[config.mk]
export PLATFORM = sky130hd
export DESIGN_NAME = dual_port_ram_20_flat
export DESIGN_NICKNAME = d
export VERILOG_FILES = /design/src/rtl/dual_port_ram_20_pkg.sv /design/src/rtl/dual_port_ram_20_if.sv /design/src/rtl/dual_port_ram_20_delay_line.sv /design/src/rtl/dual_port_ram_20.sv /design/src/flat_wrapper.sv
export SDC_FILE = /design/constraint.sdc
export NUM_CORES = 1
export LEC_CHECK = 0
export BUFFER_PORTS_ARGS = -buffer_cell sky130_fd_sc_hd__buf_4
export CAP_MARGIN = 30
export CELL_PAD_IN_SITES_DETAIL_PLACEMENT = 0
export CELL_PAD_IN_SITES_GLOBAL_PLACEMENT = 1
export CORE_MARGIN = 3
export CORE_UTILIZATION = 42
export DETAILED_ROUTE_END_ITERATION = 10
export PLACE_DENSITY = 0.7
export SLEW_MARGIN = 40
export SYNTH_ARGS = -nofsm -noshare
export SYNTH_HDL_FRONTEND = slang
export SYNTH_SLANG_ARGS = --single-unit
export TNS_END_PERCENT = 1
[constraint.sdc]
create_clock -name i_clk -period 2.9 [get_ports i_clk]
set_clock_uncertainty 0.2 [all_clocks]
set_input_delay 0.58 -clock i_clk [delete_from_list [all_inputs] [get_ports i_clk]]
set_output_delay 0.58 -clock i_clk [all_outputs]
set_load 0.005 [all_outputs]
[src/rtl/dual_port_ram_20_pkg.sv]
// Shared definitions for the dual_port_ram_20 storage element.
// - rdw_mode_e selects what a read returns when a commit lands on the
//   same word at the read's sample edge.
// - params_ok() is evaluated at elaboration by the top level to reject
//   unusable parameter combinations.
package dpram_pkg;

    typedef enum logic [0:0] {
        READ_FIRST  = 1'b0,
        WRITE_FIRST = 1'b1
    } rdw_mode_e;

    localparam int MIN_LATENCY = 32'sd1;

    // Word width must split into whole byte lanes and both pipelines need at least one edge.
    function automatic bit params_ok(
        input int data_width,
        input int byte_width,
        input int rd_latency,
        input int wr_latency
    );
        bit ok;
        ok = 1'b1;
        if (byte_width <= 32'sd0) begin
            ok = 1'b0;
        end else if ((data_width % byte_width) != 32'sd0) begin
            ok = 1'b0;
        end else begin
            ok = ok;
        end
        if ((rd_latency < MIN_LATENCY) || (wr_latency < MIN_LATENCY)) begin
            ok = 1'b0;
        end else begin
            ok = ok;
        end
        return ok;
    endfunction

endpackage

[src/rtl/dual_port_ram_20_if.sv]
// Request/response bundle for both ports of dual_port_ram_20.
// master: drives requests (i_en*, i_we*, i_be*, i_addr*, i_din*) and
//         receives o_dout*, o_valid*, o_collision.
// slave : the RAM side of the same signals.
interface dual_port_ram_20_if #(
    parameter int ADDR_WIDTH = 4,
    parameter int DATA_WIDTH = 16,
    parameter int BYTE_WIDTH = 8
);
    localparam int NB = DATA_WIDTH / BYTE_WIDTH;

    logic                  i_ena;
    logic                  i_enb;
    logic                  i_wea;
    logic                  i_web;
    logic [NB-1:0]         i_bea;
    logic [NB-1:0]         i_beb;
    logic [ADDR_WIDTH-1:0] i_addra;
    logic [ADDR_WIDTH-1:0] i_addrb;
    logic [DATA_WIDTH-1:0] i_dina;
    logic [DATA_WIDTH-1:0] i_dinb;
    logic [DATA_WIDTH-1:0] o_douta;
    logic [DATA_WIDTH-1:0] o_doutb;
    logic                  o_valida;
    logic                  o_validb;
    logic                  o_collision;

    modport master (
        output i_ena, i_enb, i_wea, i_web, i_bea, i_beb,
               i_addra, i_addrb, i_dina, i_dinb,
        input  o_douta, o_doutb, o_valida, o_validb, o_collision
    );

    modport slave (
        input  i_ena, i_enb, i_wea, i_web, i_bea, i_beb,
               i_addra, i_addrb, i_dina, i_dinb,
        output o_douta, o_doutb, o_valida, o_validb, o_collision
    );

endinterface

[src/rtl/dual_port_ram_20_delay_line.sv]
// dpram_delay_line: DEPTH-stage register pipeline of WIDTH bits.
// DEPTH = 0 degenerates to a wire.
// Ports: clk, rst_n (async active-low, clears every stage to 0),
//        din (stage input), dout (oldest stage / din when DEPTH = 0).
module dpram_delay_line #(
    parameter int DEPTH = 1,
    parameter int WIDTH = 1
) (
    input  logic             clk,
    input  logic             rst_n,
    input  logic [WIDTH-1:0] din,
    output logic [WIDTH-1:0] dout
);

    generate
        if (DEPTH == 0) begin : g_pass
            logic unused_s;
            assign unused_s = clk ^ rst_n;
            assign dout     = din;
        end else begin : g_pipe
            logic [WIDTH-1:0] stage_r [DEPTH];

            // Shift register; reset discards everything in flight.
            always_ff @(posedge clk or negedge rst_n) begin
                if (!rst_n) begin
                    for (int i = 0; i < DEPTH; i++) begin
                        stage_r[i] <= '0;
                    end
                end else begin
                    stage_r[0] <= din;
                    for (int i = 1; i < DEPTH; i++) begin
                        stage_r[i] <= stage_r[i-1];
                    end
                end
            end

            assign dout = stage_r[DEPTH-1];
        end
    endgenerate

endmodule

[src/rtl/dual_port_ram_20.sv]
// dual_port_ram_20: single-clock true-dual-port RAM with byte enables,
// separate read/write pipeline latencies, per-read valid strobes,
// deterministic same-word write collision resolution and selectable
// read-during-write behaviour.
// Ports:
//   i_clk   - sole clock
//   i_rst_n - asynchronous active-low reset (pipelines/outputs only)
//   bus     - dual_port_ram_20_if.slave: per-port en/we/be/addr/din in,
//             dout/valid out, plus o_collision
module dual_port_ram_20
    import dpram_pkg::*;
#(
    parameter int        ADDR_WIDTH    = 4,
    parameter int        DATA_WIDTH    = 16,
    parameter int        BYTE_WIDTH    = 8,
    parameter int        READ_LATENCY  = 2,
    parameter int        WRITE_LATENCY = 2,
    parameter rdw_mode_e RDW_MODE      = READ_FIRST,
    parameter bit        PRIO_A        = 1'b1
) (
    input  logic               i_clk,
    input  logic               i_rst_n,
    dual_port_ram_20_if.slave  bus
);

    localparam int NB          = DATA_WIDTH / BYTE_WIDTH;
    localparam int DEPTH_WORDS = 2 ** ADDR_WIDTH;

    typedef struct packed {
        logic                  valid;
        logic [ADDR_WIDTH-1:0] addr;
        logic [DATA_WIDTH-1:0] data;
        logic [NB-1:0]         be;
    } wr_req_t;

    typedef struct packed {
        logic                  valid;
        logic [DATA_WIDTH-1:0] data;
    } rd_req_t;

    generate
        if (!params_ok(DATA_WIDTH, BYTE_WIDTH, READ_LATENCY, WRITE_LATENCY)) begin : g_param_err
            $error("dual_port_ram_20: DATA_WIDTH must be a multiple of BYTE_WIDTH and latencies must be >= 1");
        end
    endgenerate

    logic [DATA_WIDTH-1:0] mem_r [DEPTH_WORDS];

    wr_req_t               wr_in_a_s;
    wr_req_t               wr_in_b_s;
    wr_req_t               cm_a_s;
    wr_req_t               cm_b_s;
    rd_req_t               rd_in_a_s;
    rd_req_t               rd_in_b_s;
    rd_req_t               rd_out_a_s;
    rd_req_t               rd_out_b_s;
    logic [DATA_WIDTH-1:0] nxt_a_s;
    logic [DATA_WIDTH-1:0] nxt_b_s;
    logic [DATA_WIDTH-1:0] rd_word_a_s;
    logic [DATA_WIDTH-1:0] rd_word_b_s;
    logic                  collision_s;

    logic [DATA_WIDTH-1:0] douta_r;
    logic [DATA_WIDTH-1:0] doutb_r;
    logic                  valida_r;
    logic                  validb_r;
    logic                  collision_r;

    // Word at addr after this edge's commits; a lane written by both ports takes the priority port.
    function automatic logic [DATA_WIDTH-1:0] merge_word(
        input logic [ADDR_WIDTH-1:0] addr,
        input logic [DATA_WIDTH-1:0] cur,
        input wr_req_t               ca,
        input wr_req_t               cb
    );
        logic [DATA_WIDTH-1:0] w;
        logic                  hit_a;
        logic                  hit_b;
        w = cur;
        for (int b = 0; b < NB; b++) begin
            hit_a = ca.valid && (ca.addr == addr) && ca.be[b];
            hit_b = cb.valid && (cb.addr == addr) && cb.be[b];
            if (hit_a && hit_b) begin
                if (PRIO_A) begin
                    w[b*BYTE_WIDTH +: BYTE_WIDTH] = ca.data[b*BYTE_WIDTH +: BYTE_WIDTH];
                end else begin
                    w[b*BYTE_WIDTH +: BYTE_WIDTH] = cb.data[b*BYTE_WIDTH +: BYTE_WIDTH];
                end
            end else if (hit_a) begin
                w[b*BYTE_WIDTH +: BYTE_WIDTH] = ca.data[b*BYTE_WIDTH +: BYTE_WIDTH];
            end else if (hit_b) begin
                w[b*BYTE_WIDTH +: BYTE_WIDTH] = cb.data[b*BYTE_WIDTH +: BYTE_WIDTH];
            end else begin
                w[b*BYTE_WIDTH +: BYTE_WIDTH] = cur[b*BYTE_WIDTH +: BYTE_WIDTH];
            end
        end
        return w;
    endfunction

    // Accepted requests; gated by reset so a latency-1 write cannot reach the array while in reset.
    always_comb begin
        wr_in_a_s.valid = bus.i_ena & bus.i_wea & i_rst_n;
        wr_in_a_s.addr  = bus.i_addra;
        wr_in_a_s.data  = bus.i_dina;
        wr_in_a_s.be    = bus.i_bea;
        wr_in_b_s.valid = bus.i_enb & bus.i_web & i_rst_n;
        wr_in_b_s.addr  = bus.i_addrb;
        wr_in_b_s.data  = bus.i_dinb;
        wr_in_b_s.be    = bus.i_beb;
        rd_in_a_s.valid = bus.i_ena & ~bus.i_wea & i_rst_n;
        rd_in_a_s.data  = rd_word_a_s;
        rd_in_b_s.valid = bus.i_enb & ~bus.i_web & i_rst_n;
        rd_in_b_s.data  = rd_word_b_s;
    end

    dpram_delay_line #(.DEPTH(WRITE_LATENCY - 1), .WIDTH($bits(wr_req_t))) u_wr_pipe_a (
        .clk(i_clk), .rst_n(i_rst_n), .din(wr_in_a_s), .dout(cm_a_s)
    );

    dpram_delay_line #(.DEPTH(WRITE_LATENCY - 1), .WIDTH($bits(wr_req_t))) u_wr_pipe_b (
        .clk(i_clk), .rst_n(i_rst_n), .din(wr_in_b_s), .dout(cm_b_s)
    );

    dpram_delay_line #(.DEPTH(READ_LATENCY - 1), .WIDTH($bits(rd_req_t))) u_rd_pipe_a (
        .clk(i_clk), .rst_n(i_rst_n), .din(rd_in_a_s), .dout(rd_out_a_s)
    );

    dpram_delay_line #(.DEPTH(READ_LATENCY - 1), .WIDTH($bits(rd_req_t))) u_rd_pipe_b (
        .clk(i_clk), .rst_n(i_rst_n), .din(rd_in_b_s), .dout(rd_out_b_s)
    );

    // Merged next words for both commit addresses, plus overlapping-lane detection.
    always_comb begin
        nxt_a_s     = merge_word(cm_a_s.addr, mem_r[cm_a_s.addr], cm_a_s, cm_b_s);
        nxt_b_s     = merge_word(cm_b_s.addr, mem_r[cm_b_s.addr], cm_a_s, cm_b_s);
        collision_s = cm_a_s.valid && cm_b_s.valid && (cm_a_s.addr == cm_b_s.addr)
                      && (|(cm_a_s.be & cm_b_s.be));
    end

    // Read sample: pre-commit word, or the merged word when the same edge commits to it.
    always_comb begin
        if (RDW_MODE == WRITE_FIRST) begin
            rd_word_a_s = merge_word(bus.i_addra, mem_r[bus.i_addra], cm_a_s, cm_b_s);
            rd_word_b_s = merge_word(bus.i_addrb, mem_r[bus.i_addrb], cm_a_s, cm_b_s);
        end else begin
            rd_word_a_s = mem_r[bus.i_addra];
            rd_word_b_s = mem_r[bus.i_addrb];
        end
    end

    // Storage array; contents survive reset. Same-address commits write identical merged words.
    always_ff @(posedge i_clk) begin
        if (cm_a_s.valid) begin
            mem_r[cm_a_s.addr] <= nxt_a_s;
        end
        if (cm_b_s.valid) begin
            mem_r[cm_b_s.addr] <= nxt_b_s;
        end
    end

    // Read output registers; dout holds between reads.
    always_ff @(posedge i_clk or negedge i_rst_n) begin
        if (!i_rst_n) begin
            douta_r  <= '0;
            doutb_r  <= '0;
            valida_r <= 1'b0;
            validb_r <= 1'b0;
        end else begin
            valida_r <= rd_out_a_s.valid;
            validb_r <= rd_out_b_s.valid;
            douta_r  <= rd_out_a_s.valid ? rd_out_a_s.data : douta_r;
            doutb_r  <= rd_out_b_s.valid ? rd_out_b_s.data : doutb_r;
        end
    end

    // Collision flag, high for the cycle after the overlapping commit edge.
    always_ff @(posedge i_clk or negedge i_rst_n) begin
        if (!i_rst_n) begin
            collision_r <= 1'b0;
        end else begin
            collision_r <= collision_s;
        end
    end

    assign bus.o_douta     = douta_r;
    assign bus.o_doutb     = doutb_r;
    assign bus.o_valida    = valida_r;
    assign bus.o_validb    = validb_r;
    assign bus.o_collision = collision_r;

endmodule

[src/flat_wrapper.sv]
// flat-port wrapper written by rule: the top's interface ports become plain ports
module dual_port_ram_20_flat import dpram_pkg::*;
#(
    parameter int        ADDR_WIDTH    = 4,
    parameter int        DATA_WIDTH    = 16,
    parameter int        BYTE_WIDTH    = 8,
    parameter int        READ_LATENCY  = 2,
    parameter int        WRITE_LATENCY = 2,
    parameter rdw_mode_e RDW_MODE      = READ_FIRST,
    parameter bit        PRIO_A        = 1'b1
)
  (i_clk, i_rst_n, bus_i_ena, bus_i_enb, bus_i_wea, bus_i_web, bus_i_bea, bus_i_beb, bus_i_addra, bus_i_addrb, bus_i_dina, bus_i_dinb, bus_o_douta, bus_o_doutb, bus_o_valida, bus_o_validb, bus_o_collision);
  dual_port_ram_20_if #(.ADDR_WIDTH(ADDR_WIDTH), .DATA_WIDTH(DATA_WIDTH), .BYTE_WIDTH(BYTE_WIDTH)) bus_i ();
  input  logic i_clk;
  input  logic i_rst_n;
  input wire logic [$bits(bus_i.i_ena)-1:0] bus_i_ena;
  input wire logic [$bits(bus_i.i_enb)-1:0] bus_i_enb;
  input wire logic [$bits(bus_i.i_wea)-1:0] bus_i_wea;
  input wire logic [$bits(bus_i.i_web)-1:0] bus_i_web;
  input wire logic [$bits(bus_i.i_bea)-1:0] bus_i_bea;
  input wire logic [$bits(bus_i.i_beb)-1:0] bus_i_beb;
  input wire logic [$bits(bus_i.i_addra)-1:0] bus_i_addra;
  input wire logic [$bits(bus_i.i_addrb)-1:0] bus_i_addrb;
  input wire logic [$bits(bus_i.i_dina)-1:0] bus_i_dina;
  input wire logic [$bits(bus_i.i_dinb)-1:0] bus_i_dinb;
  output wire logic [$bits(bus_i.o_douta)-1:0] bus_o_douta;
  output wire logic [$bits(bus_i.o_doutb)-1:0] bus_o_doutb;
  output wire logic [$bits(bus_i.o_valida)-1:0] bus_o_valida;
  output wire logic [$bits(bus_i.o_validb)-1:0] bus_o_validb;
  output wire logic [$bits(bus_i.o_collision)-1:0] bus_o_collision;
  assign bus_i.i_ena = bus_i_ena;
  assign bus_i.i_enb = bus_i_enb;
  assign bus_i.i_wea = bus_i_wea;
  assign bus_i.i_web = bus_i_web;
  assign bus_i.i_bea = bus_i_bea;
  assign bus_i.i_beb = bus_i_beb;
  assign bus_i.i_addra = bus_i_addra;
  assign bus_i.i_addrb = bus_i_addrb;
  assign bus_i.i_dina = bus_i_dina;
  assign bus_i.i_dinb = bus_i_dinb;
  assign bus_o_douta = bus_i.o_douta;
  assign bus_o_doutb = bus_i.o_doutb;
  assign bus_o_valida = bus_i.o_valida;
  assign bus_o_validb = bus_i.o_validb;
  assign bus_o_collision = bus_i.o_collision;
  dual_port_ram_20 #(.ADDR_WIDTH(ADDR_WIDTH), .DATA_WIDTH(DATA_WIDTH), .BYTE_WIDTH(BYTE_WIDTH), .READ_LATENCY(READ_LATENCY), .WRITE_LATENCY(WRITE_LATENCY), .RDW_MODE(RDW_MODE), .PRIO_A(PRIO_A)) u_core (.i_clk(i_clk), .i_rst_n(i_rst_n), .bus(bus_i));
endmodule
==> metrics.md, run 1 <==
| Metric | Value |
|---|---|
| Worst path arrival time | between 2 and 3 ns |
| Routed wire length | 45400 microns |
| Clock share of power | 0.411 |
| First-pass GRT wire length | 70300 microns |
| DR pass1 iterations | 5 |
| Yosys top cell by area | edfxtp_1 |
| RR Endpoint | u_core.mem_r[1][10] |
| Largest net degree at the start of global routing | 48 |
| Slew Limit Fails | 0 |
| Ports | 85 |
| Cell depth of the worst setup path | 7 |
| CP peak stage delay | 0.49 ns |
| Hold crit path type | input port to register |
| Slowest-stage cell, CP | nor2_2 |
| CTS Buf Count | 42 |
| Relative slew margins | 0.567 |
| Core Area | 43600 sq um |
| Number of distinct library cells after synthesis | 36 |
| EDFF count, synth | about 260 |
| Synth async-reset ratio | 0.310 |
| Avg Cell Area, Syn | approximately 18 sq um |
| WS Path Type | register to register |
| Reg2Reg Depth | 7 |
| Sw Share | 0.227 |
| CP endpoint kind | register |
| Synth Register Bits | approximately 370 |
| Yosys warning count | 0 |
| Startpoint types | register |
| Wirelength per Cell | about 24 microns |
| Initial antenna violation count | 0 |
| Worst Tran Pin Value | 0.650 ns |
| Synth Cell Area | roughly 19000 sq um |
| Synth top area share | 0.411 |
| GRT Overall Usage | 0.197 |
| CTS tree | done |
| Die H | ~220 microns |
| Maximum clock rate | about 370 MHz |
| Worst setup endpoint | u_core.mem_r[1][10] |
| CP required | just under 3 ns |
| Starting density of the core | 0.430 |
| Comb pwr share | 0.108 |
| Beginning of the worst register-to-register path | u_core.u_wr_pipe_b.dout[21] |
| Start point of the critical path | u_core.u_wr_pipe_b.dout[21] |
| Sequential-to-total area share from yosys stat | 0.564 |
| Endpoints failing setup | 0 |
| Post-layout util | 0.511 |
| Worst path bufs/invs | 2 |
| Mapped Nets | around 1100 |
| Routed wl met2 | between 15000 and 20000 microns |
| Unrepaired setup endpoints after global routing | false |
| Cell area after layout | between 20000 and 25000 sq um |
| Mapped Cells | between 1000 and 1500 |
| Global route total overflow | 0 |
| Final Power | approximately 13 mW |
| Max Used Layer | met4 |
| Hpwl dp | around 33000 microns |
| Area contributors post-synth | edfxtp_1, mux4_2, mux2i_1 |
| CTS root buf | clkbuf_16 |
| FILL cells | ~3700 |
| Residual DRC | 0 |
| Tcrit/Tclk final | 0.921 |
| DR WL met3 | 3500 microns |
| Placed cells | between 1500 and 2000 |
| Fraction of layout cells with a size suffix above 1 | 0.363 |
| Family with the most delay on the worst path | simple AND/OR/NAND/NOR gates |
| Setup_tns | 0 ns |
| Number of routed nets with antenna violations | 0 |
| Area occupied by multi-input gates | 7740 sq um |
| Net Sw Power | around 2.8 mW |
| Iteration-0 DRC Markers | roughly 870 |
| Power density over the cells | ~560 nW/um^2 |
| Final min period | about 2.7 ns |
| Vias post-DR | 10580 |
| Met1 WL | around 21000 microns |
| Status | finished, final reports clean |
| Crit path cell chain | xnor2_1 > and4_1 > buf_4 > a21oi_4 > buf_8 > nor2_2 > mux2i_1 |
| Gp weighted congestion | between 0.8 and 0.9 |
| Sequential Power Share | 0.481 |
| FF+latch area | between 10000 and 15000 sq um |
| Layout area overhead | 18.9% |
| Number of global-route vias before repair | around 11000 |
| DR vias/cell | 5.68 |
| Synth Flop Type | edfxtp_1 |
| Post-synth top cells | mux2i_1, edfxtp_1, mux4_2, dfrtp_1, clkbuf_1 |
| Lkg Pwr | 7.84 nW |
| Insertion delay to the later sink of the worst-skew pair | ~0.56 ns |
| DP Area | 20500 sq um |
| Clk pin slew, worst setup/hold paths | 0.06 ns |
| Int Pwr | 9.71 mW |
| R2r setup slk | between 0.2 and 0.25 ns |
| Diode count | 0 |
| Maxcap violations | 0 |
| Most frequent cell after synthesis | mux2i_1 |
| Die width | about 220 microns |
| Final hold violations | 0 |
| Clock sinks | ~370 |
| H-tree Lvls | 2 |
| Post-CTS resize count | 0 |
| Layout Cells excl Fill | 1864 |
| Layout Nets | ~1300 |
| # port buffers | 84 |
| Die Area | ~47000 sq um |
| Worst vdd ir | a little over 0.3 mV |
| Clk buf depth | 3 |
| Worst-path maximum fanout | 16 |
| Rows | 76 |
## worst reg2reg max path, cell delays in order (launching register included)
cell and delay, ns:
dfrtp_1 0.46, xnor2_1 0.25, and4_1 0.29, buf_4 0.17, a21oi_4 0.15, buf_8 0.21, nor2_2 0.49, mux2i_1 0.16
## cell usage in the layout, fill, tap and decap left out, types with 8 or more instances in the layout
| cell | netlist | final |
|---|---|---|
| nor2_1 | 8 | 8 |
| nand2_1 | 24 | 24 |
| buf_4 | 3 | 167 |
| nor2_2 | 14 | 14 |
| mux2i_1 | 288 | 288 |
| clkbuf_16 | 0 | 46 |
| clkbuf_1 | 41 | 15 |
| edfxtp_1 | 256 | 256 |
| mux2_2 | 32 | 32 |
| buf_12 | 1 | 8 |
| o22ai_1 | 26 | 26 |
| dfrtp_1 | 115 | 114 |
| mux4_2 | 160 | 160 |
| dlygate4sd3_1 | 0 | 41 |
## flip-flops by register name, summed over array words and instances (netlist names)
register and cells:
u_core.bus.o_valida 1, u_core.mem_r 256, u_core.bus.o_validb 1, u_core.u_wr_pipe_b.dout 23, u_core.u_rd_pipe_b.dout 17, u_core.u_wr_pipe_a.dout 23, u_core.u_rd_pipe_a.dout 17, u_core.bus.o_douta 16
u_core.bus.o_collision 1, u_core.bus.o_doutb 16
## worst min path at each step
stage                                    start                          end  slack (ns)  depth (start not counted)
floorplan                              i_rst_n       u_core.bus.o_collision        0.08                          0
global placement    u_core.u_rd_pipe_b.dout[9]        u_core.bus.o_doutb[9]        0.26                          1
detailed placement  u_core.u_rd_pipe_a.dout[3]        u_core.bus.o_douta[3]        0.26                          1
CTS                                  bus_i_enb  u_core.u_rd_pipe_b.dout[16]        0.03                          3
global route                         bus_i_ena  u_core.u_rd_pipe_a.dout[16]        0.05                          3
finish                               bus_i_enb  u_core.u_rd_pipe_b.dout[16]        0.06                          3
## power groups by stage
| stage | clock (mW) | sequential, mW | combinational (mW) |
|---|---|---|---|
| detailed placement | 0 | 6.14 | 1.33 |
| CTS | 5.30 | 6.04 | 1.38 |
| global placement | 0 | 6.13 | 1.29 |
| finish | 5.16 | 6.03 | 1.36 |
| floorplan | 0 | 6.11 | 0.766 |
| global route | 5.52 | 6.06 | 1.48 |
## area by class of cell
type / count / area share
Clock inverter: 12 / 0.00354
Clock buffer: 65 / 0.0567
Multi-Input combinational cell: 611 / 0.348
Tap cell: 585 / 0.0329
Timing Repair Buffer: 219 / 0.0844
Inverter: 1 / 0.000169
Sequential cell: 371 / 0.475
## routing by layer
metal  up-vias  track usage
met4         0       0.0439
met2       349        0.290
met5         -            0
met3        47       0.0429
li1       4701            -
met1      5483        0.303
## metrics by stage
| stage | hold WS, ns | setup WS (ns) |
|---|---|---|
| final | 0.0562 | 0.229 |
| after global routing | 0.0467 | 0.0955 |
| after CTS | 0.0286 | 0.215 |
| after detailed placement | 0.263 | 0.273 |
| after global placement | 0.256 | 0.109 |
| after floorplan | 0.0844 | 0.302 |
## timing repair
action / CTS / global route
setup buffers: 0 / 0
endpoints found under the hold margin: 80 / 0
hold buffers: 41 / 0
## cells by family (layout without fill, tap and decap cells)
family | Yosys count | count (layout) | synth area share
flip-flops | 371 | 371 | 0.564
XOR/XNOR | 4 | 4 | 0.00187
multiplexers | 480 | 480 | 0.366
AO/OA/AOI/OAI | 43 | 43 | 0.0156
buffers and inverters | 88 | 297 | 0.0226
AND/OR/NAND/NOR | 84 | 84 | 0.0301
Power figures use the tool's default switching activity.
==> run 2, diff against run 1 <==
ABC_CLOCK_PERIOD_IN_PS = 2900   (was default)
GPL_TIMING_DRIVEN = 0   (was default)
==> run 2 against run 1 <==
  * The run now ends with setup timing left
  * Cell count up 1.3%
  * Non-clock buffer count increased by 24
  * Die area is the same
  * Power grew 1.6%
  * Setup slack lost 0.24 ns
  * Combinational power grew 7%
  * Clock-buffer cell count fell by 7
  * Routed wire length rose by 9.6%
  * First-iteration DRC count increased by 19%
  * Core utilization up 0.99 points
  * Maximum frequency shrank 8.1%
  * Critical endpoint is now u_core.mem_r[9][15]
==> metrics.md, run 2 (synthesis results as in run 1) <==
| Metric | Value |
|---|---|
| Status | finished with violations |
| Failing checks | setup timing |
| Global route total overflow | 0 (unchanged) |
| Lkg Pwr | 7.85 nW (+0.13%) |
| Core Area | 43600 sq um (unchanged) |
| Die Area | 47200 sq um (unchanged) |
| Clk buf depth | 3 (unchanged) |
| Worst Tran Pin Value | 0.871 ns (+0.221 ns) |
| Iteration-0 DRC Markers | 1028 (+19%) |
| # port buffers | 84 (unchanged) |
| Final min period | 2.91 ns (+0.236 ns) |
| Worst vdd ir | 0.387 mV (+26%) |
| Die width | 217 microns (unchanged) |
| Commonest non-fill, non-tap cell in the layout | mux2i_1 |
| Power density over the cells | 562 nW/um^2 (-0.35%) |
| Fin Hold WS | 0.0504 ns (-0.00583 ns) |
| FILL cells | 3627 (-1.4%) |
| Number of routed nets with antenna violations | 0 (unchanged) |
| CP required | 2.89 ns (-0.09 ns) |
| DR vias/cell | 5.82 (+2.5%) |
| Setup_tns | -0.0515 ns (-0.0515 ns) |
| Residual DRC | 0 (unchanged) |
| Die H | 217 microns (unchanged) |
| Net Sw Power | 3.01 mW (+5.7%) |
| Hold crit path type | input port to register |
| CTS tree | done |
| Relative slew margins | 0.419 (-0.147) |
| Fraction of layout cells with a size suffix above 1 | 0.382 (+0.0194) |
| GRT Overall Usage | 0.211 (+0.0132) |
| Startpoint types | register |
| DR pass1 iterations | 5 (unchanged) |
| Vias post-DR | 10988 (+3.9%) |
| Tcrit/Tclk final | 1.00 (+0.0814) |
| Initial antenna violation count | 0 (unchanged) |
| Int Pwr | 9.74 mW (+0.37%) |
| Wirelength per Cell | 26.4 microns (+8.2%) |
| CP endpoint kind | register |
| Largest net degree at the start of global routing | 70 (+46%) |
| Ports | 85 (unchanged) |
| Layout Nets | 1320 (+1.9%) |
| Endpoints failing setup | 14 (+14) |
| Final hold violations | 0 (unchanged) |
| Worst-path maximum fanout | 8 (-8) |
| Gp weighted congestion | 0.869 (+3.2%) |
| H-tree Lvls | 2 (unchanged) |
| Worst path arrival time | 2.90 ns (+0.15 ns) |
| Unrepaired setup endpoints after global routing | true |
| Slew Limit Fails | 0 (unchanged) |
| Post-layout util | 0.521 (+0.00985) |
| Clk pin slew, worst setup/hold paths | 0.06 ns (about the same) |
| Routed wire length | 49800 microns (+9.6%) |
| Starting density of the core | 0.430 (unchanged) |
| Maximum clock rate | 344 MHz (-8.1%) |
| Number of global-route vias before repair | 11095 (+1.3%) |
| Diode count | 0 (unchanged) |
| CTS Buf Count | 42 (unchanged) |
| CTS root buf | clkbuf_16 |
| Setup ws final | -0.00679 ns (-0.236 ns) |
| Comb pwr share | 0.114 (+0.006) |
| WS Path Type | register to register |
| Max reg flops | 256 (unchanged) |
| Maxcap violations | 0 (unchanged) |
| Clock share of power | 0.413 (+0.002) |
| Largest Register | u_core.mem_r |
| First-pass GRT wire length | 73100 microns (+3.9%) |
| R2r setup slk | -0.007 ns (-0.24 ns) |
| Final Power | 12.8 mW (+1.6%) |
| Clock sinks | 371 (unchanged) |
| Area occupied by multi-input gates | 8220 sq um (+6.2%) |
| Layout area overhead | 21.2% |
| Insertion delay to the later sink of the worst-skew pair | 0.56 ns (about the same) |
| Rows | 76 (unchanged) |
| Sw Share | 0.236 (+0.00912) |
| Hpwl dp | 37800 microns (+16%) |
| Sequential Power Share | 0.473 (-0.008) |
| FF+latch area | 10600 sq um (about the same) |
| Most frequent cells in the layout | mux2i_1, edfxtp_1, mux4_2, dfrtp_1, buf_4 |
[run 2: stage by stage]
step | cells | setup WS (ns) | instance area [sq um]
6_report | 1888 | -0.00679 | 22700
5_1_grt | 1888 | -0.103 | 22700
4_1_cts | 1866 | -0.286 | 22200
3_5_place_dp | 1742 | -0.436 | 20200
3_3_place_gp | 1739 | -0.483 | 20100
2_1_floorplan | 1070 | 0.302 | 18700
[run 2: final cells by class]
type / count / area share
Clock buffer: 58 / 0.0549
Timing Repair Buffer: 156 / 0.0589
Multi-Input combinational cell: 611 / 0.362
Tap cell: 585 / 0.0323
Sequential cell: 371 / 0.466
Inverter: 1 / 0.000165
Buffer: 87 / 0.0205
Clock inverter: 19 / 0.00540
[run 2: layer usage]
metal,global-route usage,wire (microns)
met5,0,0
met4,0.0474,854
met3,0.0553,3940
met2,0.305,22000
met1,0.321,22900
[run 2: final timing paths]
check | cells after the start | startpoint | end
setup / recovery | 7 | u_core.u_wr_pipe_a.dout[20] | u_core.mem_r[9][15]
hold / removal | 3 | bus_i_enb | u_core.u_rd_pipe_b.dout[16]
setup reg to reg | 7 | u_core.u_wr_pipe_a.dout[20] | u_core.mem_r[9][15]
hold reg to reg | 0 | u_core.u_rd_pipe_b.dout[16] | u_core.bus.o_validb
max in group asynchronous | 3 | i_rst_n | u_core.u_rd_pipe_a.dout[0]
min in group asynchronous | 2 | i_rst_n | u_core.bus.o_doutb[11]
[run 2: critical path, cell delays in order, from the launching register on]
cell,delay [ns]
dfrtp_1,0.36
clkbuf_2,0.21
xnor2_2,0.20
and4_1,0.23
buf_6,0.14
a21oi_1,0.30
nand2b_1,0.32
o22ai_2,0.57
[run 2: power groups by stage]
stage | sequential [mW] | clock [mW] | combinational (mW)
6_report | 6.04 | 5.26 | 1.45
4_1_cts | 6.03 | 5.38 | 1.40
3_5_place_dp | 6.13 | 0 | 1.34
2_1_floorplan | 6.11 | 0 | 0.766
3_3_place_gp | 6.13 | 0 | 1.30
5_1_grt | 6.06 | 5.60 | 1.56
[run 2: what timing repair did]
item                       in CTS  in global routing
gates resized for setup        26                 55
hold endpoints to repair       94                  0
hold buffers                   47                  0
pin swaps                       0                  3
setup endpoints to repair     330                436
buffers inserted                0                 22
